## config.mk

```make
export PLATFORM = sky130hd
export DESIGN_NAME = fp16_cvt_scheduler
export DESIGN_NICKNAME = d
export VERILOG_FILES = /design/src/rtl/fp16_cvt_scheduler.sv
export SDC_FILE = /design/constraint.sdc
export NUM_CORES = 1
export LEC_CHECK = 0
export ABC_AREA = 1
export CAP_MARGIN = 15
export CORE_MARGIN = 5
export CORE_UTILIZATION = 33
export CTS_CLUSTER_SIZE = 14
export DETAILED_ROUTE_END_ITERATION = 6
export HOLD_SLACK_MARGIN = 0.03
export PLACE_DENSITY_LB_ADDON = 0.12
export SETUP_SLACK_MARGIN = 0.1
export SLEW_MARGIN = 20
export SYNTH_ARGS = -nofsm -noshare
export SYNTH_HDL_FRONTEND = slang
export SYNTH_SLANG_ARGS = --single-unit
```

## constraint.sdc

```tcl
create_clock -name clk -period 2.6 [get_ports clk]
set_clock_uncertainty 0.1 [all_clocks]
set_input_delay 0.26 -clock clk [delete_from_list [all_inputs] [get_ports clk]]
set_output_delay 0.26 -clock clk [all_outputs]
set_load 0.01 [all_outputs]
```

## src/rtl/fp16_cvt_scheduler.sv

```systemverilog
// fp16_cvt_scheduler
// Shares one combinational INT32->FP16 converter between N_REQ Sobol
// dimension generators. A round-robin arbiter grants one requester at a
// time into stage S1 (which drives the converter input from a register).
// Stage S2 captures the converter result together with the requester ID
// and presents it on a single backpressured output stream.
//
// Handshake semantics (both the request side and the output side):
//   A transfer happens on a rising clock edge where valid and ready are
//   both high. The producer may raise or drop valid at any cycle; a word
//   whose valid drops before it is granted is skipped. Ready is never
//   derived from the same port's valid except through arbitration, and
//   output data is held stable while out_valid is high and out_ready is low.

module fp16_cvt_scheduler #(
   parameter int N_REQ = 4,
   parameter int IDW   = $clog2(N_REQ)
) (
   input  logic                 clk,
   input  logic                 rst,
   input  logic                 en,
   input  logic [N_REQ-1:0]     req_valid,
   input  logic [32*N_REQ-1:0]  req_data,
   output logic [N_REQ-1:0]     req_ready,
   output logic [31:0]          cvt_int32,
   input  logic [15:0]          cvt_fp16,
   output logic                 out_valid,
   output logic [15:0]          out_fp16,
   output logic [IDW-1:0]       out_id,
   input  logic                 out_ready,
   output logic [15:0]          conv_cnt,
   output logic                 idle
);

   // Round-robin pointer: index searched first for the next grant.
   logic [IDW-1:0] ptr;

   // Stage S1 bookkeeping (cvt_int32 is the S1 data register).
   logic           s1_valid;
   logic [IDW-1:0] s1_id;

   // Pipeline flow control.
   logic s2_take;
   logic s1_adv;
   logic s1_take;
   logic grant_ok;

   // Arbiter results.
   logic           gnt_found;
   logic [IDW-1:0] gnt_idx;
   logic [IDW:0]   sum_c;
   logic           req_hs;

   // S2 can load whenever it is empty or its word leaves this cycle.
   always_comb begin
      s2_take  = !out_valid || out_ready;
      s1_adv   = s1_valid && s2_take;
      s1_take  = !s1_valid || s1_adv;
      grant_ok = en && s1_take && !rst;
   end

   // Round-robin search over req_valid starting at ptr, wrapping to 0.
   always_comb begin
      gnt_found = 1'b0;
      gnt_idx   = '0;
      sum_c     = '0;
      for (int off = 0; off < N_REQ; off++) begin
         sum_c = {1'b0, ptr} + (IDW+1)'(off);
         if (sum_c >= (IDW+1)'(N_REQ)) begin
            sum_c = sum_c - (IDW+1)'(N_REQ);
         end
         if (!gnt_found && req_valid[sum_c[IDW-1:0]]) begin
            gnt_found = 1'b1;
            gnt_idx   = sum_c[IDW-1:0];
         end
      end
   end

   // One-hot grant, only when S1 can take a word and granting is enabled.
   always_comb begin
      req_ready = '0;
      req_hs    = 1'b0;
      if (grant_ok && gnt_found) begin
         req_ready[gnt_idx] = 1'b1;
         req_hs             = 1'b1;
      end
   end

   // Pointer moves past the granted requester, only on a request handshake.
   always_ff @(posedge clk) begin
      if (rst) begin
         ptr <= '0;
      end else if (req_hs) begin
         if (gnt_idx == IDW'(N_REQ-1)) begin
            ptr <= '0;
         end else begin
            ptr <= gnt_idx + 1'b1;
         end
      end
   end

   // Stage S1: load the granted word; cvt_int32 holds when S1 empties so
   // the converter input does not toggle needlessly.
   always_ff @(posedge clk) begin
      if (rst) begin
         s1_valid  <= 1'b0;
         s1_id     <= '0;
         cvt_int32 <= '0;
      end else if (req_hs) begin
         s1_valid  <= 1'b1;
         s1_id     <= gnt_idx;
         cvt_int32 <= req_data[int'(gnt_idx)*32 +: 32];
      end else if (s1_adv) begin
         s1_valid  <= 1'b0;
      end
   end

   // Stage S2: capture converter result and ID; hold under backpressure.
   always_ff @(posedge clk) begin
      if (rst) begin
         out_valid <= 1'b0;
         out_fp16  <= '0;
         out_id    <= '0;
      end else if (s1_adv) begin
         out_valid <= 1'b1;
         out_fp16  <= cvt_fp16;
         out_id    <= s1_id;
      end else if (s2_take) begin
         out_valid <= 1'b0;
      end
   end

   // Count completed output handshakes, wrapping at 16 bits.
   always_ff @(posedge clk) begin
      if (rst) begin
         conv_cnt <= '0;
      end else if (out_valid && out_ready) begin
         conv_cnt <= conv_cnt + 16'd1;
      end
   end

   // Idle is a pure function of the stage valid registers.
   always_comb begin
      idle = !s1_valid && !out_valid;
   end

endmodule

```

# == Yosys cells after proc, flatten, opt, wreduce, memory -nomap -nowiden ==
# Index checks and enable logic that the tools add are counted.
# word_totals
regBits,72
word_cells,78
output_inout_bits,72
input_bits,152
# classes
n_reduce_logical,20
add_sub_neg,9
muxes,29
eq_ne,1
n_lt_le_gt_ge,10
n_shift,1
# op_table
cell,count
$shiftx 128x8->32,1
$mux 2,9
$add 16x1->16 const B,1
$lt 2x3->1 const B,5
$mux 1,14
$logic_and 1x1->1,10
$ge 3x3->1 const B,3
$bmux 1 s2,4
$sub 2x1->2 const B,4
$add 2x2->3 const B,2
$logic_not 1->1,6
$mux 4,1
$reduce_bool 2->1,2
$add 2x1->3 const B,1
$ge 2x3->1 const B,1
$add 2x1->2 const B,1
$demux 1 s2,1
$eq 2x2->1 const B,1
$ge 2x1->1 const B,1
$logic_or 1x1->1,2

# == Logic depth before layout (Yosys ltp) ==
# Gate-level depths: netlist of run 1.
# depth
ltp_word,19
ltp_mapped,17
mapped_depth_nobuf,14

# == Worst setup path before layout of run 1 ==
# Ideal clock, no wire load.
# synth_path
path_kind,register -> output
startpoint,register ptr[0]
endpoint,output port req_ready[3]
arrival_ns,1.720
path_buffers,2
path_slack_ns,0.520
stages_incl_launch_ff,15
path_cell_list,dfxtp_1 buf_6 inv_6 nand2_1 nand3_1 nand2_1 inv_1 nand2_1 nand2_2 nand3_2 inv_2 buf_2 ha_1 inv_1 nor2_1
# synth_via
elab_chain_len,19
word_cells_on_any_way,44
cone_classes,add/sub (7); order compare (6); mux (23); reduce/logical (8)
# synth_lines
element,line_no,rtl
"start, declared",36,logic [IDW-1:0] ptr;
"start signal, assigned",97,ptr <= gnt_idx + 1'b1;
branches (longest 18 deep; another with $add 2x1->3),--,
$mux 4 (*),83,if (grant_ok && gnt_found) begin
"end, declared",24,"output logic [N_REQ-1:0] req_ready,"
# Mark *: on every way between the ends. The select of a mux whose other input is x is not followed.

# == Worst setup path after layout of run 1 ==
# layout_path
startpoint,register ptr[0]
endpoint,output port req_ready[0]
# The elaborated chain is that of the path after synthesis.

==> results of run 1 <==
[Yosys cell counts]
cell      instances  area [um2]
nand3_1          50         250
and3_1            1        6.26
nor2_4            1        11.3
nand3_2           3        30.0
o21a_1            2        15.0
nor2_1          152         571
a21oi_1          16        80.1
clkinv_1          1        3.75
xor2_1            2        17.5
a41oi_1           1        8.76
inv_1            90         338
clkbuf_1         16        60.1
nand2_1         192         721
nand2_2           4        25.0
buf_6             6        67.6
nor3_1            8        40.0
o21ai_0          29         145
a211oi_1          1        7.51
nand3_4           1        17.5
nor3b_1           2        15.0
nand4_1          31         194
buf_4             3        22.5
nor4_1            1        6.26
buf_1             2        7.51
a31oi_1           1        6.26
inv_6             1        8.76
nand2_4           1        11.3
ha_1              2        25.0
dfxtp_1          72        1440
o21ai_1          19        95.1
clkbuf_2          1        5.00
buf_2            13        65.1
inv_2             4        15.0
[per-stage QoR]
| stage | utilization, % | instances | setup TNS (ps) |
|---|---|---|---|
| floorplan | - | 729 | 0 |
| global placement | 53.0 | 1107 | -19.7 |
| detailed placement | 53.0 | 1107 | -109 |
| CTS | 55.4 | 1122 | 0 |
| global route | 55.4 | 1122 | 0 |
| finish | 55.4 | 1122 | 0 |
[cell families (layout without fill, tap and decap cells)]
family	Yosys count	in the layout	synth area share, %
AND/OR/NAND/NOR	447	447	43.8
flip-flops	72	72	33.3
buffers and inverters	137	358	13.7
AO/OA/AOI/OAI	69	69	8.26
adder cells (fa/ha/maj)	2	2	0.577
XOR/XNOR	2	2	0.404
[tightest hold or removal path: cells and delay by family]
family / cells / cell delay [ps]
AO/OA/AOI/OAI: 1 / 100
buffers and inverters: 3 / 340
AND/OR/NAND/NOR: 1 / 40
[cell type report]
class,count,area [um2],area share (%)
inverters,96,365,5.18
multi-input cells,520,2310,32.7
clock inverters,2,37.5,0.532
clock buffers,13,270,3.83
repair buffers,247,2420,34.3
flip-flops and latches,72,1440,20.5
well taps,172,215,3.05
[worst max-delay path by stage]
stage	cells after the start	endpoint	slack (ps)	start
final	10	req_ready[0]	250	ptr[0]
after global routing	10	req_ready[0]	90	ptr[0]
after CTS	11	req_ready[3]	90	ptr[0]
after detailed placement	12	req_ready[3]	-60	req_valid[3]
after global placement	12	req_ready[3]	-20	req_valid[3]
after floorplan	14	req_ready[3]	520	ptr[0]
[state kept, by name, indices dropped and copies added, names as in the netlist]
signal and cells:
ptr 2, out_valid 1, cvt_int32 32, s1_valid 1, out_id 2, conv_cnt 16
s1_id 2, out_fp16 16
[per-layer routing]
metal	wire, um	vias up	global-route usage, %
li1	-	2700	-
met1	6220	2146	21.2
met2	6700	150	31.1
met3	1430	17	7.46
met4	290	2	6.45
met5	10	-	0
[report_power, final]
group / switching, uW / internal (uW)
sequential: 47.6 / 1190
clock: 453 / 816
combinational: 830 / 694
total: 1330 / 2700
==> results_dict.tcl, run 1 <==
set metrics [dict create \
    status "completed" \
    synth_seq_area_share_pct 33.3 \
    grt_pass1_wl_um 23800 \
    fillers 1333 \
    drtIter0Drc 255 \
    powerDensity_nw_per_um2 571 \
    cts_tree "done" \
    syn_area_um2 4330 \
    cp_data_arrival_time_ps 1990 \
    initial_utilization_pct 34.1 \
    dieWidth_um 125 \
    num_io_pins 224 \
    tightest_slew_ps 524 \
    h-tree-depth 3 \
    drive_gt1_share_pct 6.00 \
    path_common_cell "nand2_1" \
    synth-seq-cells 72 \
    synthCells 729 \
    cap_violations 0 \
    cts_buffers 9 \
    fin_ws_ps 252 \
    core_um2 12700 \
    synthToLayoutAreaGrowth_pct 62.8 \
    critPathTopFamily "simple AND/OR/NAND/NOR gates" \
    slowest_delay_ps 370 \
    layout_common_cells "clkdlybuf4s50_1, nand2_1, nor2_1, inv_1, dfxtp_1" \
    drc 0 \
    vdd_ir_drop_max_uv 300 \
    hold_violations 0 \
    placementRows 41 \
    hold_buffers 0 \
    grt_pass1_vias 4804 \
    grt_overflow_total 0 \
    synth_nets 883 \
    max_slew_margin_pct 65.1 \
    clk_pin_slew_ps 50 \
    min_to "out_id[0]" \
    viasPerCell 4.47 \
    antenna_found_initial 1 \
    detailed_place.area_um2 6740 \
    gp_congestion 0.803 \
    ys_types 33 \
    wl_um 14600 \
    crit_type "register to output port" \
    cp.required_ps 2240 \
    wire_per_inst_um 13.1 \
    whs_ps 359 \
    dr_total_vias 5015 \
    crit_path_end_kind "output port" \
    cp_slowest_cell "dfxtp_2" \
    leakagePower_uw 0.00329 \
    design_area_um2 7050 \
    io_buffer_count 223 \
    grt_max_degree 58 \
    crit_buf_inv 3 \
    ctsLongestPathBuffers 2 \
    dp_slack_ps -64.9 \
    start_kind "register" \
    dp_hpwl_um 10800 \
    final_antenna_net_count 0 \
    fin_crit_ps 2350 \
    r2r_cells 13 \
    die_area_um2 15500 \
    hold_path_depth 5 \
    fp.dieH_um 125 \
    timing.rr.end "cvt_int32[28]" \
    grt_usage_pct 18.5 \
    worstPathCellList "buf_6, nand2_1, nand3_1, nand2_1, nor2_4, nand3_4, nand3_2, inv_2, nor3_1, dlygate4sd2_1" \
    fin_nets 1100 \
    cts_sinks 72 \
    worstReg2RegStart "ptr[1]" \
    slew_viol_final 0 \
    cp_max_fo 9 \
    insertedDiodeCount 0 \
    cts_setup_buffers 0 \
    finalPower_uw 4030 \
    reg2reg_slack_ps 350 \
    cts_resized 7 \
    drtPass1Iterations 4 \
    yosysWarnings 0 \
    layout_commonest_cell "clkdlybuf4s50_1" \
    syn_avg_cell_area_um2 5.94 \
    hold_start "rst" \
    clk_latency_ps 330 \
    cts_root_buf "clkbuf_16" \
    rsz0062_at_grt "true" \
    fmax_mhz 426 \
    hold_path.class "input pin to register" \
    finalSetupViolCount 0 \
    fin_crit_sh_pct 90.3 \
]
Power figures use the tool's default switching activity.
==> inputs of run 2 (changes only) <==
CORE_UTILIZATION = 30   (was 33)
DONT_BUFFER_PORTS = 1   (was not set)
clock period = 2.4 ns   (was 2.6 ns; I/O delays follow)
==> results_dict.tcl, run 2 (same netlist as run 1, synthesis figures left out) <==
set metrics [dict create \
    status "completed" \
    slowest_delay_ps 410 \
    worstReg2RegStart "ptr[0]" \
    worstPathCellList "inv_8, nand2_1, nand3_1, nand2_2, inv_1, nand3_2, nand3_4, buf_4, nor3_2, buf_4" \
    detailed_place.area_um2 4500 \
    start_kind "register" \
    rsz0062_at_grt "true" \
    synthToLayoutAreaGrowth_pct 31.0 \
    vdd_ir_drop_max_uv 305 \
    regMostFlops "cvt_int32" \
    cts_root_buf "clkbuf_16" \
    dp_hpwl_um 10200 \
    fin_tns_setup_ps 0 \
    crit_path_end_kind "output port" \
    leakagePower_uw 0.00276 \
    io_buffer_count 0 \
    finalSetupViolCount 0 \
    grt_usage_pct 16.7 \
    cp_slowest_cell "dfxtp_4" \
    crit_type "register to output port" \
    startpoint "ptr[0]" \
    hold_start "req_data[63]" \
    insertedDiodeCount 0 \
    cp.required_ps 2060 \
    initial_utilization_pct 30.2 \
    fp.dieH_um 130 \
    grt_overflow_total 0 \
    fillers 1505 \
    die_area_um2 16900 \
    antenna_found_initial 0 \
    wl_um 15100 \
    fmax_mhz 443 \
    regArea_um2 1450 \
    grt_max_degree 60 \
    drc 0 \
    slew_viol_final 0 \
    grt_pass1_wl_um 22300 \
    crit_buf_inv 4 \
    powerDensity_nw_per_um2 743 \
    grt.busiest_layer "met2" \
    clk_latency_ps 340 \
    path_common_cell "buf_4" \
    cts_sinks 72 \
    num_io_pins 224 \
    drtIter0Drc 164 \
    design_area_um2 5680 \
    layout_commonest_cell "nand2_1" \
    largest_register_ffs 32 \
    max_slew_margin_pct 65.1 \
    tightest_slew_ps 518 \
    cts_tree "done" \
    drtPass1Iterations 4 \
    viasPerCell 4.88 \
    fin_crit_ps 2260 \
    layout_common_cells "nand2_1, nor2_1, inv_1, dfxtp_1, dlygate4sd3_1" \
    gp_congestion 0.833 \
    core_um2 14400 \
    cts_buffers 9 \
    multiInputGateArea_um2 2450 \
    grt_util_met1_pct 19.5 \
    grt_pass1_vias 4535 \
    cp_data_arrival_time_ps 1920 \
    hold_violations 0 \
    h-tree-depth 3 \
    hold_path.class "input pin to register" \
    fin_crit_sh_pct 94.0 \
    dr_total_vias 4755 \
    met3_usage_pct 6.75 \
    grtUsageMet2_pct 27.2 \
    placementRows 44 \
    drive_gt1_share_pct 11.9 \
    cap_violations 0 \
    clk_pin_slew_ps 60 \
    dieWidth_um 130 \
    fin_nets 940 \
    ctsLongestPathBuffers 2 \
    cp_max_fo 10 \
    critPathTopFamily "simple AND/OR/NAND/NOR gates" \
    reg_top3 "cvt_int32 x32, conv_cnt x16, out_fp16 x16" \
    wire_per_inst_um 15.5 \
    final_antenna_net_count 0 \
]
run 2: cell types whose count changed in the layout (fill, tap and decap cells not counted), sizes merged, moves of 2 or more:
cell           previous run  this run
clkbuf                   15        11
dlygate4sd3               0        56
buf                      25        30
clkdlybuf4s50           218         0
clkinv                    1         3
run 2: where the power goes:
group          internal, uW  switching [uW]  total [uW]
registers              1290             118        1410
clock network           808             539        1350
logic                   570             893        1460
run 2: per-layer routing:
metal  vias to the layer above  wire, um
met5                         -         0
met4                         0       312
met3                        21      1520
met2                       196      7100
met1                      2144      6150
li1                       2394         -
run 2: metrics by stage:
stage	worst slack, ps	power [uW]	hold WS (ps)	cells	utilization, %
global route	3.07	4520	49.3	975	39.5
floorplan	340	2360	307	729	-
global placement	75.9	2590	224	891	31.3
detailed placement	7.34	2590	224	891	31.3
finish	144	4220	42.3	975	39.5
CTS	101	4110	30.0	967	37.8
run 2: final cells by class:
| class | instances | share of cell area (%) |
|---|---|---|
| Sequential cell | 72 | 25.5 |
| Tap cell | 184 | 4.06 |
| Clock buffer | 10 | 4.03 |
| Timing Repair Buffer | 87 | 15.4 |
| Clock inverter | 6 | 1.19 |
| Inverter | 96 | 6.61 |
| Multi-Input combinational cell | 520 | 43.2 |
run 2: final timing paths:
path	end	slack (ps)	cells past startpoint
setup / recovery	req_ready[1]	140	10
hold / removal	cvt_int32[31]	40	4
setup reg to reg	cvt_int32[5]	200	13
hold reg to reg	s1_id[1]	360	2
run 2: worst register-to-register path, cell delays in order (launching register included):
cell     delay, ps
dfxtp_4        410
inv_8           60
nand2_1        110
nand3_1        100
nand2_2        120
inv_1          100
nand3_2        100
nand3_4        120
buf_4          170
buf_4          150
inv_4          170
nand2_8        160
o21ai_1        170
nor2_1          60
run 2: repair_timing:
action | CTS | global route
resized for setup | 6 | 51
hold buffers | 57 | 0
endpoints found under the setup margin | 25 | 31
setup buffers | 3 | 7
hold endpoints to repair | 60 | 0
gates cloned | 0 | 1
pin swaps | 2 | 24
